**config.mk**
```make
export PLATFORM = sky130hd
export DESIGN_NAME = op_sequencer
export DESIGN_NICKNAME = d
export VERILOG_FILES = /design/src/rtl/opseq_pkg.sv /design/src/rtl/opseq_fifo.sv /design/src/rtl/op_sequencer.sv
export SDC_FILE = /design/constraint.sdc
export NUM_CORES = 1
export LEC_CHECK = 0
export BUFFER_PORTS_ARGS = -buffer_cell sky130_fd_sc_hd__buf_2
export CORE_ASPECT_RATIO = 1.4
export CORE_MARGIN = 2
export CORE_UTILIZATION = 55
export CTS_BUF_LIST = sky130_fd_sc_hd__clkbuf_16
export DETAILED_ROUTE_END_ITERATION = 10
export GPL_ROUTABILITY_DRIVEN = 0
export GPL_TIMING_DRIVEN = 0
export PLACE_DENSITY = 0.79
export SETUP_SLACK_MARGIN = 0.05
export SLEW_MARGIN = 20
export SYNTH_ARGS = -nofsm -noshare
export SYNTH_HDL_FRONTEND = slang
export SYNTH_SLANG_ARGS = --single-unit
```
**constraint.sdc**
```tcl
create_clock -name clk -period 7 [get_ports clk]
set_input_delay 2.1 -clock clk [delete_from_list [all_inputs] [get_ports clk]]
set_output_delay 2.1 -clock clk [all_outputs]
set_load 0.01 [all_outputs]
```
**src/rtl/opseq_pkg.sv**
```systemverilog
// Shared types and constants for the operation sequencer.
package opseq_pkg;

  typedef enum logic [2:0] {
    ST_IDLE  = 3'd0,
    ST_MULT  = 3'd1,
    ST_DRAIN = 3'd2,
    ST_LOAD  = 3'd3,
    ST_STORE = 3'd4,
    ST_GAP   = 3'd5
  } state_e;

  localparam int unsigned OP_W = 32;

  localparam logic [3:0] OP_IDLE  = 4'd0;
  localparam logic [3:0] OP_MULT  = 4'd1;
  localparam logic [3:0] OP_LOAD  = 4'd2;
  localparam logic [3:0] OP_STORE = 4'd3;

endpackage

```
**src/rtl/opseq_fifo.sv**
```systemverilog
// Command queue: first-word-fall-through FIFO; push while full is taken only
// when a pop happens in the same cycle.
module opseq_fifo #(
  parameter int unsigned DEPTH = 4,
  parameter int unsigned WIDTH = 41
) (
  input  logic             clk,
  input  logic             reset,
  input  logic             push,
  input  logic [WIDTH-1:0] din,
  input  logic             pop,
  output logic [WIDTH-1:0] dout,
  output logic             full,
  output logic             empty
);

  localparam int unsigned AW = $clog2(DEPTH);
  localparam int unsigned PW = AW + 1;

  logic [PW-1:0]    wr_ptr_q, wr_ptr_d;
  logic [PW-1:0]    rd_ptr_q, rd_ptr_d;
  logic [WIDTH-1:0] mem_q [DEPTH];
  logic [WIDTH-1:0] mem_d [DEPTH];
  logic             do_push;
  logic             do_pop;

  assign empty = (wr_ptr_q == rd_ptr_q);
  assign full  = (wr_ptr_q[AW] != rd_ptr_q[AW]) &&
                 (wr_ptr_q[AW-1:0] == rd_ptr_q[AW-1:0]);
  assign dout  = mem_q[rd_ptr_q[AW-1:0]];

  always_comb begin
    do_pop   = pop && !empty;
    do_push  = push && (!full || do_pop);
    wr_ptr_d = wr_ptr_q + PW'(do_push);
    rd_ptr_d = rd_ptr_q + PW'(do_pop);
    mem_d    = mem_q;
    if (do_push) begin
      mem_d[wr_ptr_q[AW-1:0]] = din;
    end
  end

  always_ff @(posedge clk) begin
    if (reset) begin
      wr_ptr_q <= '0;
      rd_ptr_q <= '0;
    end else begin
      wr_ptr_q <= wr_ptr_d;
      rd_ptr_q <= rd_ptr_d;
    end
  end

  // Storage needs no reset: pointers define validity.
  always_ff @(posedge clk) begin
    mem_q <= mem_d;
  end

endmodule

```
**src/rtl/op_sequencer.sv**
```systemverilog
// Command sequencer in front of the compute controller: queues commands and
// steps multiply / serial-load / serial-store ops. OPSEQ_PERF_EN adds a busy-cycle counter.
module op_sequencer
  import opseq_pkg::*;
#(
  parameter int unsigned FIFO_DEPTH   = 4,
  parameter int unsigned MM_CYCLES    = 80,
  parameter int unsigned DRAIN_CYCLES = 16,
  parameter int unsigned CNT_W        = 9
) (
  input  logic             clk,
  input  logic             reset,
  input  logic             cmd_valid,
  output logic             cmd_ready,
  input  logic [31:0]      cmd_op,
  input  logic [CNT_W-1:0] cmd_len,
  input  logic             wr_valid,
  output logic             wr_ready,
  input  logic [31:0]      wr_data,
  output logic             rd_valid,
  input  logic             rd_ready,
  output logic [31:0]      rd_data,
  output logic [31:0]      ctrl_op,
  output logic             ctrl_en,
  output logic [31:0]      ctrl_in,
  input  logic [31:0]      ctrl_out,
`ifdef OPSEQ_PERF_EN
  output logic [31:0]      perf_busy_cycles,
`endif
  output logic             busy
);

  localparam int unsigned QW = CNT_W + OP_W;
  localparam logic [CNT_W-1:0] MM_LAST    = CNT_W'(MM_CYCLES - 1);
  localparam logic [CNT_W-1:0] DRAIN_LAST = CNT_W'(DRAIN_CYCLES - 1);

  state_e           state_q, state_d;
  logic [31:0]      op_q, op_d;
  logic [CNT_W-1:0] len_q, len_d;
  logic [CNT_W-1:0] cnt_q, cnt_d;
  logic [CNT_W-1:0] iss_q, iss_d;
  logic             rd_valid_q, rd_valid_d;
  logic [31:0]      rd_data_q, rd_data_d;

  logic             pop_c;
  logic             dispatch_c;
  logic             issue_c;
  logic             fifo_full;
  logic             fifo_empty;
  logic [QW-1:0]    fifo_dout;
  logic [31:0]      head_op;
  logic [CNT_W-1:0] head_len;

  opseq_fifo #(
    .DEPTH (FIFO_DEPTH),
    .WIDTH (QW)
  ) u_fifo (
    .clk   (clk),
    .reset (reset),
    .push  (cmd_valid),
    .din   ({cmd_len, cmd_op}),
    .pop   (pop_c),
    .dout  (fifo_dout),
    .full  (fifo_full),
    .empty (fifo_empty)
  );

  assign head_op   = fifo_dout[OP_W-1:0];
  assign head_len  = fifo_dout[QW-1:OP_W];
  // A full queue still accepts when the head is popped this cycle.
  assign cmd_ready = !fifo_full || pop_c;
  assign busy      = !fifo_empty || (state_q != ST_IDLE);
  assign rd_valid  = rd_valid_q;
  assign rd_data   = rd_data_q;

  always_comb begin
    state_d    = state_q;
    op_d       = op_q;
    len_d      = len_q;
    cnt_d      = cnt_q;
    iss_d      = iss_q;
    rd_valid_d = rd_valid_q;
    rd_data_d  = rd_data_q;
    pop_c      = 1'b0;
    dispatch_c = 1'b0;
    issue_c    = 1'b0;
    ctrl_op    = OP_W'(OP_IDLE);
    ctrl_en    = 1'b0;
    ctrl_in    = '0;
    wr_ready   = 1'b0;

    unique case (state_q)
      ST_IDLE: begin
        dispatch_c = !fifo_empty;
      end
      ST_MULT: begin
        ctrl_op = op_q;
        ctrl_en = 1'b1;
        if (cnt_q == MM_LAST) begin
          cnt_d   = '0;
          state_d = (DRAIN_CYCLES == 0) ? ST_GAP : ST_DRAIN;
        end else begin
          cnt_d = cnt_q + CNT_W'(1);
        end
      end
      ST_DRAIN: begin
        ctrl_en = 1'b1;
        if (cnt_q == DRAIN_LAST) begin
          cnt_d   = '0;
          state_d = ST_GAP;
        end else begin
          cnt_d = cnt_q + CNT_W'(1);
        end
      end
      ST_LOAD: begin
        ctrl_op  = op_q;
        wr_ready = 1'b1;
        ctrl_en  = wr_valid;
        ctrl_in  = wr_data;
        if (wr_valid) begin
          if (cnt_q == len_q - CNT_W'(1)) begin
            cnt_d   = '0;
            state_d = ST_GAP;
          end else begin
            cnt_d = cnt_q + CNT_W'(1);
          end
        end
      end
      ST_STORE: begin
        // iss_q counts beats read from the controller, cnt_q beats delivered.
        ctrl_op = op_q;
        issue_c = (!rd_valid_q || rd_ready) && (iss_q != len_q);
        ctrl_en = issue_c;
        if (issue_c) begin
          iss_d      = iss_q + CNT_W'(1);
          rd_data_d  = ctrl_out;
          rd_valid_d = 1'b1;
        end else if (rd_valid_q && rd_ready) begin
          rd_valid_d = 1'b0;
        end
        if (rd_valid_q && rd_ready) begin
          if (cnt_q == len_q - CNT_W'(1)) begin
            cnt_d   = '0;
            iss_d   = '0;
            state_d = ST_GAP;
          end else begin
            cnt_d = cnt_q + CNT_W'(1);
          end
        end
      end
      ST_GAP: begin
        ctrl_en    = 1'b1;
        state_d    = ST_IDLE;
        dispatch_c = !fifo_empty;
      end
      default: begin
        state_d = ST_IDLE;
      end
    endcase

    // Pop the head and route by opcode; zero-length transfers skip straight to GAP.
    if (dispatch_c) begin
      pop_c = 1'b1;
      op_d  = head_op;
      len_d = head_len;
      cnt_d = '0;
      iss_d = '0;
      case (head_op[3:0])
        OP_MULT:  state_d = ST_MULT;
        OP_LOAD:  state_d = (head_len == '0) ? ST_GAP : ST_LOAD;
        OP_STORE: state_d = (head_len == '0) ? ST_GAP : ST_STORE;
        default:  state_d = ST_GAP;
      endcase
    end
  end

  always_ff @(posedge clk) begin
    if (reset) begin
      state_q    <= ST_IDLE;
      op_q       <= '0;
      len_q      <= '0;
      cnt_q      <= '0;
      iss_q      <= '0;
      rd_valid_q <= 1'b0;
      rd_data_q  <= '0;
    end else begin
      state_q    <= state_d;
      op_q       <= op_d;
      len_q      <= len_d;
      cnt_q      <= cnt_d;
      iss_q      <= iss_d;
      rd_valid_q <= rd_valid_d;
      rd_data_q  <= rd_data_d;
    end
  end

`ifdef OPSEQ_PERF_EN
  logic [31:0] perf_q, perf_d;

  // Saturating count of busy cycles.
  always_comb begin
    perf_d = perf_q;
    if (busy && (perf_q != '1)) begin
      perf_d = perf_q + 32'd1;
    end
  end

  always_ff @(posedge clk) begin
    if (reset) begin
      perf_q <= '0;
    end else begin
      perf_q <= perf_d;
    end
  end

  assign perf_busy_cycles = perf_q;
`endif

endmodule

```
==> reports/qor.yml <==
yosys:
  async_flop_share_pct: 0
  synth.area.top_cells: "edfxtp_1, dfxtp_1, mux4_2"
  synth_nets: 940
  synth.largest_area_cell: "edfxtp_1"
  ys.flop_type: "edfxtp_1"
  yosysSeqAreaShare_pct: 63.9
  syn_avg_cell_area_sq_um: 13.2
  netlist_area_sq_mm: 0.0109
  synth_cells: 823
  ys_types: 56
  ys.warnings.count: 0
  synth_edf_count: 164
  yosysTopAreaCellShare_pct: 45.3
  ys_ff_latch: 265
timing:
  period_share_pct: 83.6
  slew_viol_final: 0
  fmax_ghz: 0.171
  rsz0062_at_grt: "false"
  setup_slack_ns: 1.14
  max_slew.worst_pin.slew_ns: 0.698
  fin_tns_setup_ns: 0
  clock_skew_ns: 0.0146
  setup_viol: 0
  fin_crit_ns: 5.86
  final_hold_viol_count: 0
  max_slew_margin_pct: 53.5
floorplanning:
  fp.dieArea_sq_mm: 0.0209
  fp-row-count: 60
  io-pin-count: 211
  die-height_um: 170
  core_area_sq_mm: 0.0193
  die_w_um: 123
  start_util_pct: 56.4
detailed_routing:
  ant_nets: 0
  finalWirelength_mm: 24.8
  routedWlPerCell_um: 18.5
  vias_per_cell: 5.51
  drc: 0
  vias: 7368
  drt_pass1_iterations: 5
  drt_iter0_drc: 460
worst_setup_path:
  critPathKind: "in -> out"
  cp.required_ns: 4.90
  critPathArrivalTime_ns: 3.76
  crit_fanout: 10
  end_kind: "output pin"
  startpoint_type: "input pin"
placement:
  port_buffers: 210
  dpl.hpwl_mm: 17.9
  dp.cells: 1292
  place_ws_ns: 1.12
  place_area_sq_mm: 0.0125
cells_and_area:
  area_delta_synth_final_pct: 21.9
  fin_cells: 1337
  design_area_sq_mm: 0.0133
  nNetsFinal: 1187
  layout-drive-gt1-share_pct: 30.0
cts:
  path_clk_slew_ns: 0.06
  cts_tree: "built"
  htreeDepth: 1
  clkLatencyLatePin_ns: 0.52
  cts_root_buf: "clkbuf_16"
  cts_made_buffers: 24
  cts_buffer_depth: 3
  cts_num_sinks: 265
  cts_hold_buf: 0
  postCtsSetupBuffers: 0
  cts_resized: 0
run_status:
  status: "finished clean"
power_and_ir_drop:
  p_per_area_mw_per_mm2: 354
  leakagePower_nw: 5.19
  irDropWorstVdd_v: 0.000230
grt:
  first_global_vias: 7353
  grt_max_degree: 18
  grt-ovfl-total: 0
  grtUsageTotal_pct: 23.8
  grt_pass1_wl_mm: 38.3
  antenna_found_initial: 2
run:
  drv_cap: 0
hold_path:
  hp-class: "reg -> reg"
registers in the layout (all words and copies together) (netlist names), 9 cells and up:
| register | cells |
|---|---|
| len_q | 9 |
| u_fifo.mem_q | 164 |
| iss_q | 9 |
| op_q | 32 |
| cnt_q | 9 |
| rd_data | 32 |
per-layer routing:
| metal | part of all wire, % | vias up | track usage [%] |
|---|---|---|---|
| met4 | 3.1 | 0 | 8.25 |
| met2 | 53 | 291 | 44.4 |
| li1 | - | 3490 | - |
| met3 | 6.7 | 50 | 3.32 |
| met1 | 37 | 3537 | 27.5 |
| met5 | 0 | - | 0 |
cell usage in the layout, fill, tap and decap left out, types with 4 or more instances in the layout:
master     netlist  routed
inv_1            6       9
nand3_1         13      13
o21ai_0          5       5
edfxtp_1       164     164
nor2_1          70      68
mux2i_1         33      33
clkbuf_16        0      27
dfxtp_1        101     101
clkbuf_1        39      39
or2_2            4       4
nor3_1           5       5
nor2b_1         40      40
buf_4            0       5
nor4_1           6       6
xor2_1          22      22
mux4_2          41      41
nand2_1        101     101
buf_2           11     221
buf_16           0       6
a21oi_1         47      47
ha_1             7       7
clkinv_1         1       7
and3_1          38      37
xnor2_1         15      15
path summary, 6_finish.rpt:
kind | startpoint | to | slack [ns] | depth (start not counted)
setup / recovery | rd_ready | ctrl_en | 1.14 | 7
hold / removal | op_q[29] | op_q[29] | 0.45 | 2
setup reg to reg | u_fifo.rd_ptr_q[1] | u_fifo.rd_ptr_q[1] | 3.55 | 11
hold reg to reg | op_q[29] | op_q[29] | 0.45 | 2
where the power goes:
group	switching [mW]	total, mW	internal (mW)
sequential	0.114	1.98	1.87
clock	0.556	1.29	0.730
combinational	0.824	1.42	0.593
layout make-up:
class | instances | area, sq um
multi-input cells | 499 | 3710
well taps | 248 | 310
inverters | 7 | 26.3
flip-flops and latches | 265 | 6950
clock inverters | 16 | 111
fillers | 1326 | 6040
diodes | 2 | 5.00
repair buffers | 221 | 1250
plain buffers | 52 | 216
clock buffers | 27 | 676
cell families (layout without fill, tap and decap cells):
group	count (synthesis)	in the layout	synth area share, %
and+or+nand+nor	302	302	13.6
DFF	265	265	63.9
AOI/OAI and AO/OA	77	77	4.59
muxes	74	74	11.5
buffers and inverters	59	323	2.23
xor gates and xnor gates	39	39	3.39
adders and majority gates	7	7	0.805
other	0	2	0
cell usage after synthesis (3+ instances only):
master    number
xnor2_1       15
buf_2         11
o21ai_0        5
inv_1          6
nand3b_1       3
and3_1        38
nor4_1         6
clkbuf_1      39
nor2b_1       40
nand4_1        3
nor3b_1        3
ha_1           7
dfxtp_1      101
a21oi_1       47
nor3_1         5
or4_1          3
nand2_1      101
edfxtp_1     164
nor2_1        70
mux4_2        41
or2_2          4
mux2i_1       33
xor2_1        22
nand3_1       13
worst max-delay path, stage by stage:
cell     delay (ns)
buf_2          0.13
o21ai_0        0.09
a31oi_1        0.46
buf_2          0.37
buf_2          0.33
a21o_1         0.14
buf_2          0.13
per-stage QoR:
stage | utilization (%) | hold slack, ns | power [mW]
floorplan | - | 0.432 | 2.99
global placement | 63.4 | 0.437 | 3.38
detailed placement | 64.6 | 0.444 | 3.43
CTS | 68.7 | 0.453 | 4.71
global route | 68.7 | 0.470 | 4.93
finish | 68.7 | 0.451 | 4.69
No activity file was read; power rests on OpenSTA's default activity.
